==> src/rtl/puf_ro_sequencer_if.sv <==
// Host/PUF-core signal bundle for puf_ro_sequencer.
// master = host plus the PUF core model; slave = the sequencer itself.
interface puf_ro_sequencer_if #(
    parameter int SIZE      = 8,
    parameter int RESP_BITS = 16
);
    logic                 start;
    logic                 abort;
    logic [SIZE-1:0]      seed;
    logic                 busy;
    logic                 done;
    logic [RESP_BITS-1:0] resp_word;
    logic                 puf_enable;
    logic [SIZE-1:0]      puf_challenge;
    logic                 puf_response;

    modport master (
        output start, abort, seed, puf_response,
        input  busy, done, resp_word, puf_enable, puf_challenge
    );
    modport slave (
        input  start, abort, seed, puf_response,
        output busy, done, resp_word, puf_enable, puf_challenge
    );
endinterface

==> src/rtl/puf_ro_sequencer.sv <==
// RO-PUF measurement sequencer: one CLEAR/RUN/SETTLE/SAMPLE pass per challenge bit.
// Define PUF_RO_VOTE_EN for three passes per bit with majority vote.
module puf_ro_sequencer #(
    parameter int SIZE          = 8,
    parameter int RESP_BITS     = 16,
    parameter int WINDOW        = 1024,
    parameter int CLEAR_CYCLES  = 4,
    parameter int SETTLE_CYCLES = 4
) (
    input logic                 clk,
    input logic                 rst_n,
    puf_ro_sequencer_if.slave   bus
);
    localparam int HALF = SIZE / 2;
    localparam int KW   = $clog2(RESP_BITS);
    localparam int MAX1 = (WINDOW > CLEAR_CYCLES) ? WINDOW : CLEAR_CYCLES;
    localparam int MAXC = (MAX1 > SETTLE_CYCLES) ? MAX1 : SETTLE_CYCLES;
    localparam int CW   = $clog2(MAXC + 1);
    localparam logic [KW-1:0] K_LAST = KW'(RESP_BITS - 1);

    localparam logic [2:0] IDLE   = 3'd0;
    localparam logic [2:0] CLEAR  = 3'd1;
    localparam logic [2:0] RUN    = 3'd2;
    localparam logic [2:0] SETTLE = 3'd3;
    localparam logic [2:0] SAMPLE = 3'd4;
    localparam logic [2:0] DONE   = 3'd5;

    logic [2:0]      state, state_nxt;
    logic [CW-1:0]   cnt;
    logic [KW-1:0]   k;
    logic [SIZE-1:0] seed_q;
    logic [1:0]      resp_sync;
    logic [HALF-1:0] lo, hi_raw, hi;
    logic            accept, bit_done, run_last;

    assign accept = (state == IDLE) && bus.start && !bus.abort;

    // Nibble arithmetic wraps mod 2^HALF; bump hi when it collides with lo
    assign lo     = seed_q[HALF-1:0] + HALF'(k);
    assign hi_raw = seed_q[SIZE-1:HALF] + HALF'(k) + HALF'({k, 1'b0});
    assign hi     = (hi_raw == lo) ? hi_raw + HALF'(1) : hi_raw;

`ifdef PUF_RO_VOTE_EN
    logic [1:0] vote, ones;
    assign bit_done = (vote == 2'd2);
`else
    assign bit_done = 1'b1;
`endif
    assign run_last = bit_done && (k == K_LAST);

    always_comb begin
        state_nxt = state;
        case (state)
            IDLE:    if (accept) state_nxt = CLEAR;
            CLEAR:   if (cnt == CW'(CLEAR_CYCLES - 1)) state_nxt = RUN;
            RUN:     if (cnt == CW'(WINDOW - 1)) state_nxt = SETTLE;
            SETTLE:  if (cnt == CW'(SETTLE_CYCLES - 1)) state_nxt = SAMPLE;
            SAMPLE:  state_nxt = run_last ? DONE : CLEAR;
            DONE:    state_nxt = IDLE;
            default: state_nxt = IDLE;
        endcase
        if (bus.abort && state != IDLE) state_nxt = IDLE;
    end

    always_ff @(posedge clk or negedge rst_n) begin
        if (!rst_n) begin
            state             <= IDLE;
            cnt               <= '0;
            k                 <= '0;
            seed_q            <= '0;
            resp_sync         <= '0;
            bus.busy          <= 1'b0;
            bus.done          <= 1'b0;
            bus.resp_word     <= '0;
            bus.puf_enable    <= 1'b0;
            bus.puf_challenge <= '0;
`ifdef PUF_RO_VOTE_EN
            vote              <= '0;
            ones              <= '0;
`endif
        end else begin
            state     <= state_nxt;
            resp_sync <= {resp_sync[0], bus.puf_response};
            cnt       <= (state_nxt != state || state == IDLE) ? '0 : cnt + CW'(1);
            // Outputs registered from next state so they line up with the state register
            bus.busy       <= (state_nxt != IDLE) && (state_nxt != DONE);
            bus.done       <= (state_nxt == DONE);
            bus.puf_enable <= (state_nxt == RUN) || (state_nxt == SETTLE);
            if (state == CLEAR) bus.puf_challenge <= {hi, lo};
            if (accept) begin
                seed_q        <= bus.seed;
                k             <= '0;
                bus.resp_word <= '0;
`ifdef PUF_RO_VOTE_EN
                vote          <= '0;
                ones          <= '0;
`endif
            end
            if (state == SAMPLE && !bus.abort) begin
`ifdef PUF_RO_VOTE_EN
                if (!bit_done) begin
                    vote <= vote + 2'd1;
                    ones <= ones + {1'b0, resp_sync[1]};
                end else begin
                    bus.resp_word[k] <= ones[1] | (ones[0] & resp_sync[1]);
                    vote             <= '0;
                    ones             <= '0;
                    if (!run_last) k <= k + KW'(1);
                end
`else
                bus.resp_word[k] <= resp_sync[1];
                if (!run_last) k <= k + KW'(1);
`endif
            end
        end
    end
endmodule

==> src/flat_wrapper.sv <==
// flat-port wrapper written by rule: the top's interface ports become plain ports
module puf_ro_sequencer_flat 
#(
    parameter int SIZE          = 8,
    parameter int RESP_BITS     = 16,
    parameter int WINDOW        = 1024,
    parameter int CLEAR_CYCLES  = 4,
    parameter int SETTLE_CYCLES = 4
)
  (clk, rst_n, bus_start, bus_abort, bus_seed, bus_puf_response, bus_busy, bus_done, bus_resp_word, bus_puf_enable, bus_puf_challenge);
  puf_ro_sequencer_if #(.SIZE(SIZE), .RESP_BITS(RESP_BITS)) bus_i ();
  input logic clk;
  input logic rst_n;
  input wire logic [$bits(bus_i.start)-1:0] bus_start;
  input wire logic [$bits(bus_i.abort)-1:0] bus_abort;
  input wire logic [$bits(bus_i.seed)-1:0] bus_seed;
  input wire logic [$bits(bus_i.puf_response)-1:0] bus_puf_response;
  output wire logic [$bits(bus_i.busy)-1:0] bus_busy;
  output wire logic [$bits(bus_i.done)-1:0] bus_done;
  output wire logic [$bits(bus_i.resp_word)-1:0] bus_resp_word;
  output wire logic [$bits(bus_i.puf_enable)-1:0] bus_puf_enable;
  output wire logic [$bits(bus_i.puf_challenge)-1:0] bus_puf_challenge;
  assign bus_i.start = bus_start;
  assign bus_i.abort = bus_abort;
  assign bus_i.seed = bus_seed;
  assign bus_i.puf_response = bus_puf_response;
  assign bus_busy = bus_i.busy;
  assign bus_done = bus_i.done;
  assign bus_resp_word = bus_i.resp_word;
  assign bus_puf_enable = bus_i.puf_enable;
  assign bus_puf_challenge = bus_i.puf_challenge;
  puf_ro_sequencer #(.SIZE(SIZE), .RESP_BITS(RESP_BITS), .WINDOW(WINDOW), .CLEAR_CYCLES(CLEAR_CYCLES), .SETTLE_CYCLES(SETTLE_CYCLES)) u_core (.clk(clk), .rst_n(rst_n), .bus(bus_i));
endmodule
==> config.mk <==
export PLATFORM = sky130hd
export DESIGN_NAME = puf_ro_sequencer_flat
export DESIGN_NICKNAME = d
export VERILOG_FILES = /design/src/rtl/puf_ro_sequencer_if.sv /design/src/rtl/puf_ro_sequencer.sv /design/src/flat_wrapper.sv
export SDC_FILE = /design/constraint.sdc
export NUM_CORES = 1
export LEC_CHECK = 0
export ABC_AREA = 1
export CORE_ASPECT_RATIO = 0.8
export CORE_MARGIN = 2
export CORE_UTILIZATION = 50
export CTS_BUF_LIST = sky130_fd_sc_hd__clkbuf_8
export DETAILED_ROUTE_END_ITERATION = 6
export PLACE_DENSITY = 0.74
export SYNTH_ARGS = -nofsm -noshare
export SYNTH_HDL_FRONTEND = slang
export SYNTH_SLANG_ARGS = --single-unit
export TNS_END_PERCENT = 1
==> constraint.sdc <==
create_clock -name clk -period 2.8 [get_ports clk]
set_input_delay 0.28 -clock clk [delete_from_list [all_inputs] [get_ports clk]]
set_output_delay 0.28 -clock clk [all_outputs]
set_load 0.01 [all_outputs]
==> run metrics, run 1 <==
post-synth cell types=30; vias in the first global route=2474; die width=89.9 um; Synth Cell Area=2950 um2; clock latency on the worst-skew pair=0.31 ns; initial antenna violation count=0; Routed WL per cell=11.9 um; I/O pins=40; Avg Synthesized Cell Area=7.98 um2; # hold bufs at CTS=0; # fillers=547; Max IR drop VDD=0.332 mV; met3 Track Usage GR=3.72%; Syn-to-layout area delta=20.3%; Placer Congestion=0.837; input/output buffers=39; Final min period=2.54 ns; footprint of the multi-input gates=1350 um2; Crit Path Class=reg -> reg; Worst R2R Path Depth=12; CTS tree=built; die area=6540 um2; Seq cells post-synth=55; DRC violations left=0; GRT Util Overall=20.3%; Starting DRT DRC Count=99; clk_skew=0.00566 ns; Final nets=444; r2r endpoint=u_core.bus.puf_challenge[6]$_DFFE_PN0P_; Worst EP required=3.01 ns; clk buf depth=2; sequential fraction of the synthesis area=46.6%; endpoint class of the critical path=flop; share of the synthesized area in the top cell type=46.6%; cell taking the most area after synthesis=dfrtp_1; n_diodes=0; setup tns final=0 ns; Tightest Hold Check Type=in -> async; post_cts resized=0; via/cell ratio=4.92; Reg clk slew, reported paths=0.09 ns; post-detail-place hpwl=4470 um; share of post-route cells with drive strength above 1=7.43%; commonest cells in the netlist=106 x nand2_1, 55 x dfrtp_1, 51 x inv_1, 37 x nand3_1, 28 x o21ai_0; RSZ-0062 raised after global routing=no; global-route wire length before repair=10700 um; GRT Max-Usage Layer=met2; vias=2449; iteration count of the initial detailed-routing pass=4; status=complete, no violations; minimum setup slack after placement=0.291 ns; Detail Route Antenna Nets=0; routing usage on met1=26.1%; core footprint=5820 um2; pwr dens=678 nW/um2; count leader, synth=nand2_1; Tcrit/Tclk final=90.7%; site row count=25; Clock Sinks=55; CTS Root Cell=clkbuf_8; Post-synth ARST share=100%; Ys Warns=0; Initial Utilization=50.8%; worst setup margin=0.262 ns; Routed Wire Length=5940 um; Die Ht=72.8 um; setup bufs post-CTS=0; Rel. slew slack=50.1%; EDFF count, synth=0; worst r2r src=u_core.k[1]$_DFF_PN0_; Peak Freq=394 MHz; R2R Setup Slk=0.26 ns; Hold Vio Cnt, Final=0; storage element area=1380 um2; Critical Path Start Type=flop; total gr overflow=0; fin. max-slew vios=0; largest net degree at the start of global routing=36; Max Cap Violations=0; syn nets=398; grt met2 use=35.7%; Num CTS Buffers=5; Worst Tran Pin Value=0.748 ns; Synth area leaders=dfrtp_1 47%, nand2_1 13%, inv_1 6.5%; Critical Path AT=2.75 ns; Critical Path Fanout Max=6; Leak Pwr=1.75 nW; Gate Count Post-Synth=370; Main synth FF type=dfrtp_1; H-Tree Depth=2; final setup fails=0
==> how the worst max path moves through the flow <==
stage,startpoint,to,slack [ns],depth (start not counted)
floorplan,u_core.k[1]$_DFF_PN0_,u_core.bus.puf_challenge[6]$_DFFE_PN0P_,0.35,12
global placement,u_core.k[1]$_DFF_PN0_,u_core.bus.puf_challenge[6]$_DFFE_PN0P_,0.36,12
detailed placement,u_core.k[1]$_DFF_PN0_,u_core.bus.puf_challenge[6]$_DFFE_PN0P_,0.29,12
CTS,u_core.k[1]$_DFF_PN0_,u_core.bus.puf_challenge[6]$_DFFE_PN0P_,0.26,12
global route,u_core.k[1]$_DFF_PN0_,u_core.bus.puf_challenge[6]$_DFFE_PN0P_,0.06,12
finish,u_core.k[1]$_DFF_PN0_,u_core.bus.puf_challenge[6]$_DFFE_PN0P_,0.26,12
==> cell families (layout without fill, tap and decap cells) <==
logic type	after synthesis	in the layout	synth area share, %
compound gates	39	39	7.16
xor+xnor	9	9	2.67
fa+ha+maj	15	15	7.37
buf+inv	59	106	7.79
flops	55	55	46.6
simple gates	193	193	28.4
==> flip-flops by register name, summed over array words and instances (netlist names) <==
name,flops
u_core.cnt,11
u_core.bus.puf_enable,1
u_core.resp_sync,2
u_core.bus.resp_word,16
u_core.bus.puf_challenge,8
u_core.bus.done,1
u_core.state,3
u_core.k,4
u_core.bus.busy,1
u_core.seed_q,8
==> final cells by class <==
type,instances,area share (%)
flip-flops and latches,55,38.7
multi-input cells,256,37.9
repair buffers,45,12.1
inverters,53,5.60
well taps,81,2.85
clock buffers,7,2.71
clock inverters,1,0.106
==> metrics by stage <==
step / instances / utilization (%) / instance area, um2 / hold WS [ns] / total power, W
4_1_cts: 498 / 61.1 / 3550 / 0.0572 / 0.00243
3_5_place_dp: 490 / 59.4 / 3450 / 0.367 / 0.00195
6_report: 498 / 61.1 / 3550 / 0.0268 / 0.00241
5_1_grt: 498 / 61.1 / 3550 / 0.0969 / 0.00260
3_3_place_gp: 490 / 59.4 / 3450 / 0.334 / 0.00192
2_1_floorplan: 370 / - / 2950 / -0.0156 / 0.00166
==> layout by cell type (no fill, tap or decap), types with 3 or more instances in the layout <==
| cell | Yosys | final |
|---|---|---|
| nor2_1 | 26 | 26 |
| xnor2_1 | 3 | 3 |
| nand4_1 | 5 | 5 |
| nor2_2 | 10 | 10 |
| dfrtp_1 | 55 | 55 |
| nand3_1 | 37 | 37 |
| clkdlybuf4s50_1 | 0 | 38 |
| ha_1 | 11 | 11 |
| buf_4 | 0 | 6 |
| nor3_1 | 3 | 3 |
| nand2_1 | 106 | 106 |
| a21oi_1 | 6 | 6 |
| inv_1 | 51 | 52 |
| fa_1 | 4 | 4 |
| clkbuf_8 | 0 | 7 |
| xor2_1 | 6 | 6 |
| o21ai_0 | 28 | 28 |
==> routing by layer <==
| metal | vias up | share of wire [%] |
|---|---|---|
| li1 | 1258 | - |
| met1 | 1149 | 49 |
| met2 | 34 | 47 |
| met3 | 8 | 3.1 |
| met4 | 0 | 1.3 |
| met5 | - | 0 |
==> critical path: stages (launching register included) <==
cell and delay, ns:
dfrtp_1 0.49, fa_1 0.47, ha_1 0.22, fa_1 0.56
inv_1 0.07, nand2_1 0.07, nand3_1 0.06, inv_1 0.14
nand3_1 0.14, nand2_1 0.08, nand2_1 0.05, nand2_1 0.05
nand2_1 0.04
==> where the power goes <==
part | internal (W) | switching, W | leakage, nW
Clock | 0.000223 | 0.000256 | 0.0557
Sequential | 0.000929 | 0.0000835 | 0.737
Combinational | 0.000365 | 0.000554 | 0.958
Total | 0.00152 | 0.000893 | 1.75
No activity file was read; power rests on OpenSTA's default activity.
==> inputs of run 2 (changes only) <==
--- a/config.mk
+++ b/config.mk
@@ -11,7 +11,8 @@
 export CORE_UTILIZATION = 50
 export CTS_BUF_LIST = sky130_fd_sc_hd__clkbuf_8
 export DETAILED_ROUTE_END_ITERATION = 6
-export PLACE_DENSITY = 0.74
+export DONT_BUFFER_PORTS = 1
+export MAX_ROUTING_LAYER = met4
 export SYNTH_ARGS = -nofsm -noshare
 export SYNTH_HDL_FRONTEND = slang
 export SYNTH_SLANG_ARGS = --single-unit
==> run 2 against run 1 <==
- combinational power down 17%
- sequential power grew 4%
- highest routed layer unchanged
- clock skew up 0.0034 ns
- clock power grew 8.1%
- critical endpoint unchanged
- setup slack better by 0.0073 ns
==> run metrics, run 2 (synthesis results as in run 1) <==
status=complete, no violations; Peak Freq=395 MHz (+0.29%); clk_skew=0.00909 ns (+0.00343 ns); Tightest Hold Check Type=in -> reg; Final nets=407 (-8.3%); commonest cells after routing, fill and taps aside=106 x nand2_1, 55 x dfrtp_1, 51 x inv_1; critical path cell sequence=fa_1, ha_1, fa_1, inv_1, nand2_1, nand3_1, inv_1, nand3_1, nand2_1, nand2_1, nand2_1, nand2_1; Metal-1 WL=3000 um (+2.9%); Leak Pwr=1.62 nW (-7.4%); total gr overflow=0 (unchanged); die area=6540 um2 (unchanged); Critical-path top delay cell=fa_1; site row count=25 (unchanged); routed wl met2=2410 um (-13%); share of post-route cells with drive strength above 1=7.92% (+0.48 points); commonest non-fill, non-tap cell in the layout=nand2_1; Routed WL per cell=12.5 um (+5.1%); Crit Path Class=reg -> reg; I/O pins=40 (unchanged); post_cts resized=0 (unchanged); vias=2261 (-7.7%); hold depth=2; Worst Tran Pin Value=0.642 ns (-0.107 ns); Initial Utilization=50.8% (unchanged); Fin Hold WS=0.0700 ns (+0.0432 ns); Die Ht=72.8 um (unchanged); n_diodes=0 (unchanged); Starting DRT DRC Count=83 (-16%); post-detail-place hpwl=4230 um (-5.4%); Num CTS Buffers=5 (unchanged); Tcrit/Tclk final=90.4% (-0.26 points); iteration count of the initial detailed-routing pass=4 (unchanged); largest net degree at the start of global routing=56 (+56%); RSZ-0062 raised after global routing=no; setup bufs post-CTS=0 (unchanged); Regs by FF count=u_core.bus.resp_word x16, u_core.cnt x11; fin. max-slew vios=0 (unchanged); H-Tree Depth=2 (unchanged); setup tns final=0 ns (unchanged); Hold Vio Cnt, Final=0 (unchanged); Routed Wire Length=5770 um (-2.9%); Detail Route Antenna Nets=0 (unchanged); Critical Path Fanout Max=6 (unchanged); Placer Congestion=0.845 (+0.97%); Critical Path AT=2.74 ns (about the same); global-route wire length before repair=10300 um (-4.1%); GRT Util Overall=20.2% (-0.14 points); CTS tree=built; initial antenna violation count=0 (unchanged); final setup fails=0 (unchanged); cell mode on critical path=nand2_1; Reg clk slew, reported paths=0.10 ns (about the same); Final min period=2.53 ns (-0.00726 ns); Largest stage delay, worst path=0.57 ns (about the same); CTS Root Cell=clkbuf_8; pwr dens=726 nW/um2 (+7.0%); Rel. slew slack=57.1% (+7.0 points); via/cell ratio=4.92 (about the same); Syn-to-layout area delta=8.85%; DR top layer=met4; Biggest register=u_core.bus.resp_word; clk buf depth=2 (unchanged); Max Cap Violations=0 (unchanged); Worst EP required=3.00 ns (about the same); Worst R2R Path Depth=12 (unchanged); DRC violations left=0 (unchanged); Clock Sinks=55 (unchanged); endpoint class of the critical path=flop; final core utilization=55.3% (-5.8 points); die width=89.9 um (unchanged); Max IR drop VDD=0.289 mV (-13%); clock latency on the worst-skew pair=0.31 ns (about the same); max reg flops=16 (unchanged); Critical Path Start Type=flop; core footprint=5820 um2 (unchanged); # hold bufs at CTS=3 (+3); metal3 WL=293 um (+61%); input/output buffers=0 (-100%); vias in the first global route=2164 (-13%)
run 2: stage by stage:
| step | setup slack [ns] | cells | power, W | instance area, um2 |
|---|---|---|---|---|
| 5_1_grt | 0.0883 | 460 | 0.00253 | 3220 |
| 4_1_cts | 0.268 | 460 | 0.00236 | 3220 |
| 3_5_place_dp | 0.290 | 450 | 0.00181 | 3060 |
| 6_report | 0.269 | 460 | 0.00233 | 3220 |
| 2_1_floorplan | 0.353 | 370 | 0.00166 | 2950 |
| 3_3_place_gp | 0.389 | 450 | 0.00179 | 3060 |
run 2: final cells by class:
type | instances | area, um2
fill | 561 | 2600
sequential | 55 | 1380
multi-input combinational | 256 | 1350
inverter | 53 | 199
tap | 81 | 101
timing repair buffer | 8 | 85.1
clock buffer | 5 | 68.8
clock inverter | 2 | 37.5
run 2: worst max-delay path: cells and delay by family, from the launching register on:
family / cells / cell delay, ns
adders and majority gates: 3 / 1.28
and+or+nand+nor: 7 / 0.50
DFF: 1 / 0.43
buffers and inverters: 2 / 0.22
run 2: metal layers:
metal / vias up / track usage (%)
li1: 1185 / -
met1: 1032 / 28.0
met2: 36 / 30.1
met3: 8 / 5.06
met4: 0 / 5.13
met5: - / -
run 2: worst paths after layout:
check | startpoint | end | slack, ns
max in group asynchronous | rst_n | u_core.k[0]$_DFF_PN0_ | 2.08
worst max-delay path | u_core.seed_q[5]$_DFFE_PN0P_ | u_core.bus.puf_challenge[6]$_DFFE_PN0P_ | 0.27
worst min-delay path | bus_seed[1] | u_core.seed_q[1]$_DFFE_PN0P_ | 0.07
worst max register to register | u_core.seed_q[5]$_DFFE_PN0P_ | u_core.bus.puf_challenge[6]$_DFFE_PN0P_ | 0.27
worst min register to register | u_core.resp_sync[0]$_DFF_PN0_ | u_core.resp_sync[1]$_DFF_PN0_ | 0.38
min in group asynchronous | rst_n | u_core.bus.puf_challenge[6]$_DFFE_PN0P_ | 0.47
run 2: power breakdown:
| part | internal [W] | switching, W | total, W | leakage [nW] |
|---|---|---|---|---|
| Clock | 0.000262 | 0.000256 | 0.000518 | 0.0502 |
| Combinational | 0.000259 | 0.000502 | 0.000761 | 0.833 |
| Sequential | 0.000930 | 0.000125 | 0.00105 | 0.737 |
| Total | 0.00145 | 0.000883 | 0.00233 | 1.62 |
==> inputs of run 3 (changes only) <==
--- a/config.mk
+++ b/config.mk
@@ -13,6 +13,8 @@
 export DETAILED_ROUTE_END_ITERATION = 6
 export DONT_BUFFER_PORTS = 1
 export MAX_ROUTING_LAYER = met4
+export PLACE_DENSITY_LB_ADDON = 0.25
+export RECOVER_POWER = 25
 export SYNTH_ARGS = -nofsm -noshare
 export SYNTH_HDL_FRONTEND = slang
 export SYNTH_SLANG_ARGS = --single-unit
==> run 3 against run 2 <==
- final cell count unchanged
- via count increased by 1.1%
- clock power decreased by 12%
- routed wire length decreased by 1.2%
- critical endpoint unchanged
==> run metrics, run 3 (synthesis results as in run 1) <==
Syn-to-layout area delta=7.45%; core footprint=5820 um2 (unchanged); Critical Path AT=2.73 ns (about the same); Rel. slew slack=11.5% (-46 points); fin. max-slew vios=0 (unchanged); Placer Congestion=0.835 (-1.2%); worst setup margin=0.279 ns (+0.0105 ns); worst r2r src=u_core.k[1]$_DFF_PN0_; Largest stage delay, worst path=0.57 ns (about the same); Routed WL per cell=12.4 um (-1.2%); largest net degree at the start of global routing=56 (unchanged); Worst R2R Path Depth=12 (unchanged); minimum setup slack after placement=0.255 ns (-0.0346 ns); worst-case hold path end point=u_core.seed_q[1]$_DFFE_PN0P_; Regs by FF count=u_core.bus.resp_word x16, u_core.cnt x11; Initial Utilization=50.8% (unchanged); Worst Tran Pin Value=1.33 ns (+0.686 ns); I/O pins=40 (unchanged); Max Cap Violations=0 (unchanged); total gr overflow=0 (unchanged); Detail Route Antenna Nets=0 (unchanged); share of post-route cells with drive strength above 1=8.18% (+0.26 points); vias in the first global route=2376 (+9.8%); Leak Pwr=1.60 nW (-1.3%); CTS tree=built; clock latency on the worst-skew pair=0.32 ns (about the same); max reg flops=16 (unchanged); final core utilization=54.6% (-0.71 points); Placed Cells=449 (-0.22%); Hold Vio Cnt, Final=0 (unchanged); Critical Path Start Type=flop; Critical-path top delay cell=fa_1; Final nets=406 (-0.25%); Crit Path Class=reg -> reg; commonest non-fill, non-tap cell in the layout=nand2_1; iteration count of the initial detailed-routing pass=4 (unchanged); via/cell ratio=4.97 (+1.1%); pwr dens=707 nW/um2 (-2.5%); Tightest Hold Check Type=in -> reg; Finished Layout Cells=460 (unchanged); GRT Util Overall=20.7% (+0.57 points); hold depth=2 (unchanged); n_diodes=0 (unchanged); Biggest register=u_core.bus.resp_word; setup tns final=0 ns (unchanged); Peak Freq=397 MHz (+0.42%); die width=89.9 um (unchanged); Reg clk slew, reported paths=0.10 ns (about the same); site row count=25 (unchanged); total power=0.00225 W (-3.8%); Num CTS Buffers=5 (unchanged); initial antenna violation count=0 (unchanged); commonest cells after routing, fill and taps aside=106 x nand2_1, 54 x dfrtp_1, 51 x inv_1; H-Tree Depth=2 (unchanged); status=complete, no violations; global-route wire length before repair=10700 um (+4.0%); die area=6540 um2 (unchanged); # fillers=592 (+5.5%); RSZ-0062 raised after global routing=no; Critical Path Fanout Max=6 (unchanged); Clock Sinks=55 (unchanged); r2r endpoint=u_core.bus.puf_challenge[6]$_DFFE_PN0P_; CTS Root Cell=clkbuf_8; R2R Setup Slk=0.28 ns (about the same); DRC violations left=0 (unchanged); Final min period=2.52 ns (-0.0105 ns); setup bufs post-CTS=0 (unchanged); clk_skew=0.00900 ns (-0.0000838 ns); crit path buf inv count=2 (unchanged); vias=2287 (+1.1%); input/output buffers=0 (unchanged); final setup fails=0 (unchanged); post-detail-place hpwl=4120 um (-2.7%); Tcrit/Tclk final=90.0% (-0.38 points); Routed Wire Length=5700 um (-1.2%); crit-path leading delay family=adder cells; HP Start=bus_seed[1]; cell mode on critical path=nand2_1; critical path cell sequence=fa_1, ha_1, fa_1, inv_1, nand2_1, nand3_1, inv_1, nand3_1, nand2_1, nand2_1, nand2_1, nand2_1; endpoint class of the critical path=flop; clk buf depth=2 (unchanged); Die Ht=72.8 um (unchanged); Max IR drop VDD=0.266 mV (-7.9%); Worst EP required=3.01 ns (about the same); Starting DRT DRC Count=139 (+67%)
==> run 3: stage by stage <==
step	cell area, um2	hold WS, ns
2_1_floorplan	2950	-0.0156
3_3_place_gp	3050	-0.0138
3_5_place_dp	3050	-0.0132
4_1_cts	3200	0.0605
5_1_grt	3170	0.0734
6_report	3170	0.0656
==> run 3: cell type report <==
type	count	area (um2)	area share (%)
clock inverters	3	25.0	0.788
multi-input cells	256	1350	42.5
repair buffers	7	55.1	1.73
inverters	53	199	6.27
flip-flops and latches	55	1380	43.4
well taps	81	101	3.19
clock buffers	5	68.8	2.17
==> run 3: what timing repair did <==
item,4_1_cts,5_1_grt
gates resized for setup,0,1
endpoints found under the hold margin,56,0
hold buffers,3,0
endpoints found under the setup margin,0,1
==> run 3: worst reg2reg max path: stages (launching register included) <==
cell     delay [ns]
dfrtp_2        0.47
fa_1           0.45
ha_1           0.22
fa_1           0.57
inv_1          0.07
nand2_1        0.07
nand3_1        0.07
inv_1          0.15
nand3_1        0.14
nand2_1        0.08
nand2_1        0.05
nand2_1        0.05
nand2_1        0.04
==> run 3: metal layers <==
layer / track usage, % / up-vias / part of all wire [%]
li1: - / 1181 / -
met1: 27.2 / 1058 / 49
met2: 32.7 / 44 / 45
met3: 4.65 / 4 / 5.0
met4: 6.67 / 0 / 0.95
met5: - / - / 0
==> run 3: worst max path at each step <==
| stage | startpoint | end | slack (ns) | cells past startpoint |
|---|---|---|---|---|
| floorplan | u_core.k[1]$_DFF_PN0_ | u_core.bus.puf_challenge[6]$_DFFE_PN0P_ | 0.35 | 12 |
| detailed placement | u_core.k[1]$_DFF_PN0_ | u_core.bus.puf_challenge[6]$_DFFE_PN0P_ | 0.26 | 12 |
| finish | u_core.k[1]$_DFF_PN0_ | u_core.bus.puf_challenge[6]$_DFFE_PN0P_ | 0.28 | 12 |
| global route | u_core.k[1]$_DFF_PN0_ | u_core.bus.puf_challenge[6]$_DFFE_PN0P_ | 0.04 | 12 |
| CTS | u_core.k[1]$_DFF_PN0_ | u_core.bus.puf_challenge[6]$_DFFE_PN0P_ | 0.24 | 12 |
| global placement | u_core.k[1]$_DFF_PN0_ | u_core.bus.puf_challenge[6]$_DFFE_PN0P_ | 0.36 | 12 |
==> run 3: power by group <==
group          internal, W  switching, W
sequential        0.000929      0.000126
combinational     0.000245      0.000489
clock             0.000180      0.000277
